$ cat config.mk
export PLATFORM = sky130hd
export DESIGN_NAME = enigma_step_ctrl_flat
export DESIGN_NICKNAME = d
export VERILOG_FILES = /design/src/rtl/enigma_step_if.sv /design/src/rtl/enigma_step_ctrl.sv /design/src/flat_wrapper.sv
export SDC_FILE = /design/constraint.sdc
export NUM_CORES = 1
export LEC_CHECK = 0
export ABC_CLOCK_PERIOD_IN_PS = 1800
export BUFFER_PORTS_ARGS = -buffer_cell sky130_fd_sc_hd__clkbuf_2
export CAP_MARGIN = 20
export CORE_ASPECT_RATIO = 1.4
export CORE_UTILIZATION = 47
export CTS_CLUSTER_SIZE = 24
export DETAILED_ROUTE_END_ITERATION = 7
export PLACE_DENSITY = 0.77
export SLEW_MARGIN = 10
export SYNTH_ARGS = -nofsm -noshare
export SYNTH_HDL_FRONTEND = slang
export SYNTH_SLANG_ARGS = --single-unit
$ cat constraint.sdc
create_clock -name clk -period 1.8 [get_ports clk]
set_input_delay 0.09 -clock clk [delete_from_list [all_inputs] [get_ports clk]]
set_output_delay 0.09 -clock clk [all_outputs]
set_load 0.01 [all_outputs]
$ cat src/rtl/enigma_step_if.sv
// Key-in / letter-out handshake bundle for enigma_step_ctrl.
// Valid/ready semantics on both channels: a transfer happens on the rising
// clock edge where valid && ready are both 1. The producer holds valid and
// its payload stable until that edge. The consumer may raise or drop ready
// freely, and ready may depend combinationally on other inputs.
interface enigma_step_if;
  logic       key_valid;
  logic [4:0] key_in;
  logic       key_ready;
  logic       out_valid;
  logic [4:0] out_letter;
  logic       out_ready;

  // Controller side: consumes keys, produces encrypted letters.
  modport slave (
    input  key_valid, key_in, out_ready,
    output key_ready, out_valid, out_letter
  );

  // Environment side: offers keys, accepts encrypted letters.
  modport master (
    output key_valid, key_in, out_ready,
    input  key_ready, out_valid, out_letter
  );
endinterface

$ cat src/rtl/enigma_step_ctrl.sv
// Three-rotor Enigma sequencing controller.
// Owns the rotor offsets, steps them per accepted key (odometer with notch
// carries), drives the key into the external rotor/reflector chain, waits a
// fixed settle time and returns the encrypted letter on a valid/ready port.
// Optional build macro ENIGMA_DOUBLE_STEP_EN enables the historical
// middle-rotor double step; without it the rotors behave as a pure odometer.
// dbg_state_o exposes the FSM state (0 IDLE, 1 STEP, 2 SETTLE, 3 RESULT).
module enigma_step_ctrl #(
  parameter int unsigned NOTCH1        = 16,
  parameter int unsigned NOTCH2        = 4,
  parameter int unsigned SETTLE_CYCLES = 2
) (
  input  logic                 clk,
  input  logic                 rst_n,
  input  logic                 load,
  input  logic [4:0]           load_pos1,
  input  logic [4:0]           load_pos2,
  input  logic [4:0]           load_pos3,
  enigma_step_if.slave         kif,
  output logic                 err_invalid,
  output logic [4:0]           rot1,
  output logic [4:0]           rot2,
  output logic [4:0]           rot3,
  output logic [4:0]           enc_in,
  input  logic [4:0]           enc_result,
  output logic [1:0]           dbg_state_o
);

  typedef enum logic [1:0] {
    S_IDLE   = 2'd0,
    S_STEP   = 2'd1,
    S_SETTLE = 2'd2,
    S_RESULT = 2'd3
  } state_t;

  localparam logic [4:0] N1       = 5'(NOTCH1);
  localparam logic [4:0] N2       = 5'(NOTCH2);
  localparam logic [3:0] CNT_INIT = 4'(SETTLE_CYCLES - 1);

  state_t     state_q, state_d;
  logic [4:0] rot1_q, rot1_d;
  logic [4:0] rot2_q, rot2_d;
  logic [4:0] rot3_q, rot3_d;
  logic [4:0] enc_in_q, enc_in_d;
  logic [4:0] out_letter_q, out_letter_d;
  logic       out_valid_q, out_valid_d;
  logic       err_q, err_d;
  logic [3:0] cnt_q, cnt_d;

  logic       key_ready;
  logic       key_hs;
  logic       key_ok;
  logic       carry1;
  logic       mid_at_notch;
  logic       step2;
  logic       step3;

  // Offset increment with explicit compare-and-wrap at 25.
  function automatic logic [4:0] inc26(input logic [4:0] v);
    return (v == 5'd25) ? 5'd0 : v + 5'd1;
  endfunction

  // Fold a raw 5-bit start position into 0..25.
  function automatic logic [4:0] fold26(input logic [4:0] v);
    return (v >= 5'd26) ? v - 5'd26 : v;
  endfunction

  assign key_ready    = (state_q == S_IDLE) && !load;
  assign key_hs       = key_ready && kif.key_valid;
  assign key_ok       = (kif.key_in >= 5'd1) && (kif.key_in <= 5'd26);
  assign carry1       = (rot1_q == N1);
  assign mid_at_notch = (rot2_q == N2);

`ifdef ENIGMA_DOUBLE_STEP_EN
  // Middle rotor sitting on its notch drags itself and rotor 3 along.
  assign step2 = carry1 || mid_at_notch;
  assign step3 = mid_at_notch;
`else
  // Pure odometer: rotor 3 only moves when rotor 1 carries through rotor 2.
  assign step2 = carry1;
  assign step3 = carry1 && mid_at_notch;
`endif

  // Next-state and datapath updates for the sequencing FSM.
  always_comb begin
    state_d      = state_q;
    rot1_d       = rot1_q;
    rot2_d       = rot2_q;
    rot3_d       = rot3_q;
    enc_in_d     = enc_in_q;
    out_letter_d = out_letter_q;
    out_valid_d  = 1'b0;
    err_d        = 1'b0;
    cnt_d        = cnt_q;

    unique case (state_q)
      S_IDLE: begin
        if (load) begin
          rot1_d = fold26(load_pos1);
          rot2_d = fold26(load_pos2);
          rot3_d = fold26(load_pos3);
        end else if (key_hs) begin
          if (key_ok) begin
            enc_in_d = kif.key_in;
            state_d  = S_STEP;
          end else begin
            err_d = 1'b1;
          end
        end
      end
      S_STEP: begin
        rot1_d  = inc26(rot1_q);
        rot2_d  = step2 ? inc26(rot2_q) : rot2_q;
        rot3_d  = step3 ? inc26(rot3_q) : rot3_q;
        cnt_d   = CNT_INIT;
        state_d = S_SETTLE;
      end
      S_SETTLE: begin
        if (cnt_q == 4'd0) begin
          out_letter_d = enc_result;
          state_d      = S_RESULT;
        end else begin
          cnt_d = cnt_q - 4'd1;
        end
      end
      S_RESULT: begin
        // out_valid is registered: it rises one cycle after the letter is
        // captured and drops on the edge that completes the transfer.
        if (out_valid_q && kif.out_ready) begin
          out_valid_d = 1'b0;
          state_d     = S_IDLE;
        end else begin
          out_valid_d = 1'b1;
        end
      end
      default: state_d = S_IDLE;
    endcase
  end

  // State and datapath registers; reset aborts any transaction in flight.
  always_ff @(posedge clk or negedge rst_n) begin
    if (!rst_n) begin
      state_q      <= S_IDLE;
      rot1_q       <= 5'd0;
      rot2_q       <= 5'd0;
      rot3_q       <= 5'd0;
      enc_in_q     <= 5'd0;
      out_letter_q <= 5'd0;
      out_valid_q  <= 1'b0;
      err_q        <= 1'b0;
      cnt_q        <= 4'd0;
    end else begin
      state_q      <= state_d;
      rot1_q       <= rot1_d;
      rot2_q       <= rot2_d;
      rot3_q       <= rot3_d;
      enc_in_q     <= enc_in_d;
      out_letter_q <= out_letter_d;
      out_valid_q  <= out_valid_d;
      err_q        <= err_d;
      cnt_q        <= cnt_d;
    end
  end

  assign kif.key_ready  = key_ready;
  assign kif.out_valid  = out_valid_q;
  assign kif.out_letter = out_letter_q;
  assign err_invalid    = err_q;
  assign rot1           = rot1_q;
  assign rot2           = rot2_q;
  assign rot3           = rot3_q;
  assign enc_in         = enc_in_q;
  assign dbg_state_o    = state_q;

endmodule

$ cat src/flat_wrapper.sv
// flat-port wrapper written by rule: the top's interface ports become plain ports
module enigma_step_ctrl_flat 
#(
  parameter int unsigned NOTCH1        = 16,
  parameter int unsigned NOTCH2        = 4,
  parameter int unsigned SETTLE_CYCLES = 2
)
  (clk, rst_n, load, load_pos1, load_pos2, load_pos3, err_invalid, rot1, rot2, rot3, enc_in, enc_result, dbg_state_o, kif_key_valid, kif_key_in, kif_out_ready, kif_key_ready, kif_out_valid, kif_out_letter);
  enigma_step_if kif_i ();
  input  logic clk;
  input  logic rst_n;
  input  logic load;
  input  logic [4:0] load_pos1;
  input  logic [4:0] load_pos2;
  input  logic [4:0] load_pos3;
  output logic err_invalid;
  output logic [4:0] rot1;
  output logic [4:0] rot2;
  output logic [4:0] rot3;
  output logic [4:0] enc_in;
  input  logic [4:0] enc_result;
  output logic [1:0] dbg_state_o;
  input wire logic [$bits(kif_i.key_valid)-1:0] kif_key_valid;
  input wire logic [$bits(kif_i.key_in)-1:0] kif_key_in;
  input wire logic [$bits(kif_i.out_ready)-1:0] kif_out_ready;
  output wire logic [$bits(kif_i.key_ready)-1:0] kif_key_ready;
  output wire logic [$bits(kif_i.out_valid)-1:0] kif_out_valid;
  output wire logic [$bits(kif_i.out_letter)-1:0] kif_out_letter;
  assign kif_i.key_valid = kif_key_valid;
  assign kif_i.key_in = kif_key_in;
  assign kif_i.out_ready = kif_out_ready;
  assign kif_key_ready = kif_i.key_ready;
  assign kif_out_valid = kif_i.out_valid;
  assign kif_out_letter = kif_i.out_letter;
  enigma_step_ctrl #(.NOTCH1(NOTCH1), .NOTCH2(NOTCH2), .SETTLE_CYCLES(SETTLE_CYCLES)) u_core (.clk(clk), .rst_n(rst_n), .load(load), .load_pos1(load_pos1), .load_pos2(load_pos2), .load_pos3(load_pos3), .kif(kif_i), .err_invalid(err_invalid), .rot1(rot1), .rot2(rot2), .rot3(rot3), .enc_in(enc_in), .enc_result(enc_result), .dbg_state_o(dbg_state_o));
endmodule
==> results.toml <==
[logic_synthesis]
synthFlopType = "dfrtp_1"
synth-edff-count = 0
syn_avg_cell_area_um2 = 9.62
ys_types = 56
yosysWarnings = 0
ys_seq_area_share_pct = 37.6
ys_ff_latch = 33
async_flop_share_pct = 100
syn-num-nets = 275
netlist_area_um2 = 2190
synthCells = 228

[setup_path]
crit_required_ns = 1.97
critical_path.cell_chain = "inv_2 -> ha_4 -> mux2i_4 -> a21o_1 -> mux2_2"
r2r_slack_ns = 0.07
crit_buf_inv = 1
crit_arrival_ns = 1.90
cp_top_family = "multiplexers"
crit_cells = 5
cp-startpoint = "u_core.dbg_state_o[0]"
critPathMaxStageDelay_ns = 0.44
endpoint_kind = "flop"
crit_type = "reg -> reg"
r2r-end = "u_core.rot3[4]"
worstRegToRegCells = 5
start_kind = "flop"
cp-endpoint = "u_core.rot3[4]"
rr_startpoint = "u_core.dbg_state_o[0]"
path_max_fanout = 7
slowest_stage = "dfrtp_2"

[clock_network]
cts.path.max_buffers = 2
clk_latency_ns = 0.29
cts_buffers = 5
clk_pin_slew_worst_paths_ns = 0.06
cts_tree = "built"
cts_root_buf = "clkbuf_8"
cts_sinks = 33
htree_num_levels = 2

[power_and_ir_drop]
p_sw_uw = 2000
p_total_uw = 4790
pwr-share-clk_pct = 11.0
powerDensity_nw_per_um2 = 1670
power_frac_comb_pct = 59.4
peakVddDrop_v = 0.000977
sw_frac_of_total_pct = 41.7
p_int_uw = 2790
seqPwrFrac_pct = 29.6
p_leak_uw = 0.00136

[sta]
hold_viol_final = 0
fmax_ghz = 0.578
tightest_slew_ns = 0.364
setup_slack_ns = 0.0709
finalCritPeriodShare_pct = 96.1
rsz0062_at_grt = "no"
max_slew_margin_pct = 75.1
finClkSkew_ns = 0.00410
fin_crit_ns = 1.73
drv_slew = 0
setup_viol = 0

[global_route]
grt_antenna_before_repair = 0
grt_pass1_vias = 1994
grt-ovfl-total = 0
grt_util_met3_pct = 3.43
grt_max_degree = 16
grt_use_total_pct = 22.0
grt_pass1_wl_um = 8410
met1_usage_pct = 24.1
grt.busiest_layer = "met2"
grtUsageMet2_pct = 38.9

[hold_path]
hp-start = "enc_result[1]"
hold_depth = 2
hold_path_class = "in -> reg"

[cells_and_area]
mostFrequentLayoutCells = "clkbuf_2 (59), dfrtp_1 (32), buf_4 (23)"
drive_gt1_share_pct = 39.7
n_antenna_cell = 0
filler_cell_count = 407
layout.nets = 358
area_delta_synth_final_pct = 30.6
final_common_cell = "clkbuf_2"

[detailed_routing]
postRouteAntennaNets = 0
wl_um = 4960
dr_total_vias = 2055
detail_route.wl_per_cell_um = 13.3
drc = 0
firstDrtPassIters = 6
drt_iter0_drc = 38
vias_per_cell = 5.49

[placed_design]
globalplace.congestion = 0.826
hpwl_um = 3980
pre_cts_ws_ns = -0.0309
numPortBuffers = 59

[die]
die_area_um2 = 4950
die_h_um = 82.8
start_util_pct = 48.7
die_w_um = 59.7
ios = 60
core-area_um2 = 4500
row_count = 29

[status]
status = "finished clean"

[run]
maxCapViolations = 0
-- worst register-to-register path, delay by kind of cell (launching register included) --
family / cells / cell delay [ns]
buffers and inverters: 1 / 0.09
muxes: 2 / 0.67
adders and majority gates: 1 / 0.19
AOI/OAI and AO/OA: 1 / 0.22
DFF: 1 / 0.44
-- worst min path at each step --
stage                                    end
detailed placement            u_core.rot3[0]
CTS                 u_core.kif.out_letter[2]
finish              u_core.kif.out_letter[1]
floorplan                    u_core.cnt_q[0]
global placement              u_core.rot3[0]
global route        u_core.kif.out_letter[3]
-- per-layer routing --
metal	vias up	wire [um]
li1	1009	-
met1	967	2000
met2	61	2620
met3	18	179
met4	0	161
met5	-	0
-- registers in the layout, summed over array words and instances (netlist names) --
signal and count:
u_core.err_invalid 1, u_core.rot1 5, u_core.rot2 5, u_core.rot3 5
u_core.kif.out_valid 1, u_core.kif.out_letter 5, u_core.enc_in 5, u_core.cnt_q 4
u_core.dbg_state_o 2
-- power groups by stage --
stage / Combinational, uW / Sequential (uW) / Clock (uW)
after global routing: 3180 / 1470 / 575
after CTS: 2770 / 1400 / 544
after global placement: 2650 / 1390 / 0
final: 2850 / 1420 / 529
after floorplan: 1530 / 1540 / 0
after detailed placement: 2730 / 1410 / 0
-- synthesized netlist by cell type, drive strengths merged (2+ instances only) --
cell type,instances,area share [%]
a31oi,4,1.1
nor2,10,1.7
xor2,2,0.80
nand2b,5,1.4
a221oi,2,0.80
a21oi,7,1.8
or4,2,0.86
buf,2,0.40
nor3,4,0.91
nor2b,5,1.4
and2,3,0.86
nand2,12,2.1
or3b,2,0.91
nand3,9,2.1
nand4b,4,1.9
a2bb2oi,2,0.80
o211ai,7,2.4
clkbuf,5,0.91
nand4,5,1.4
a32o,2,0.91
inv,20,3.4
ha,17,9.7
o22ai,3,0.86
a32oi,3,1.2
a31o,2,0.80
o21ai,18,4.1
mux2,15,7.9
nand3b,2,0.68
mux2i,2,0.91
dfrtp,33,38
-- cells by family after synthesis --
| logic type | count (synthesis) | share of synthesized area (%) |
|---|---|---|
| simple gates | 67 | 18.0 |
| compound gates | 63 | 19.8 |
| flops | 33 | 37.6 |
| buf+inv | 28 | 4.90 |
| mux | 17 | 8.78 |
| fa+ha+maj | 17 | 9.70 |
| xor+xnor | 3 | 1.20 |
-- per-stage QoR --
stage	instance area [um2]	utilization [%]	setup TNS, ns	cells	hold WS (ns)
floorplan	2210	-	0	228	-0.206
global placement	2720	60.3	0	364	-0.0804
detailed placement	2720	60.3	-0.0578	364	-0.0815
CTS	2820	62.6	0	373	0.0353
global route	2870	63.7	0	374	0.0476
finish	2870	63.7	0	374	0.0441
-- cell type report --
cell class / count / area [um2] / share of cell area (%)
inverters: 21 / 80.1 / 2.79
multi-input cells: 167 / 1320 / 46.1
repair buffers: 83 / 478 / 16.7
flip-flops and latches: 33 / 827 / 28.9
clock inverters: 2 / 10.0 / 0.349
clock buffers: 6 / 72.6 / 2.53
well taps: 62 / 77.6 / 2.71
-- what timing repair did --
item,4_1_cts,5_1_grt
hold endpoints to repair,33,0
setup buffers,0,1
resized for setup,4,11
setup endpoints to repair,7,16
pin swaps,0,3
hold buffers,1,0
(Power assumes the default switching activity.)
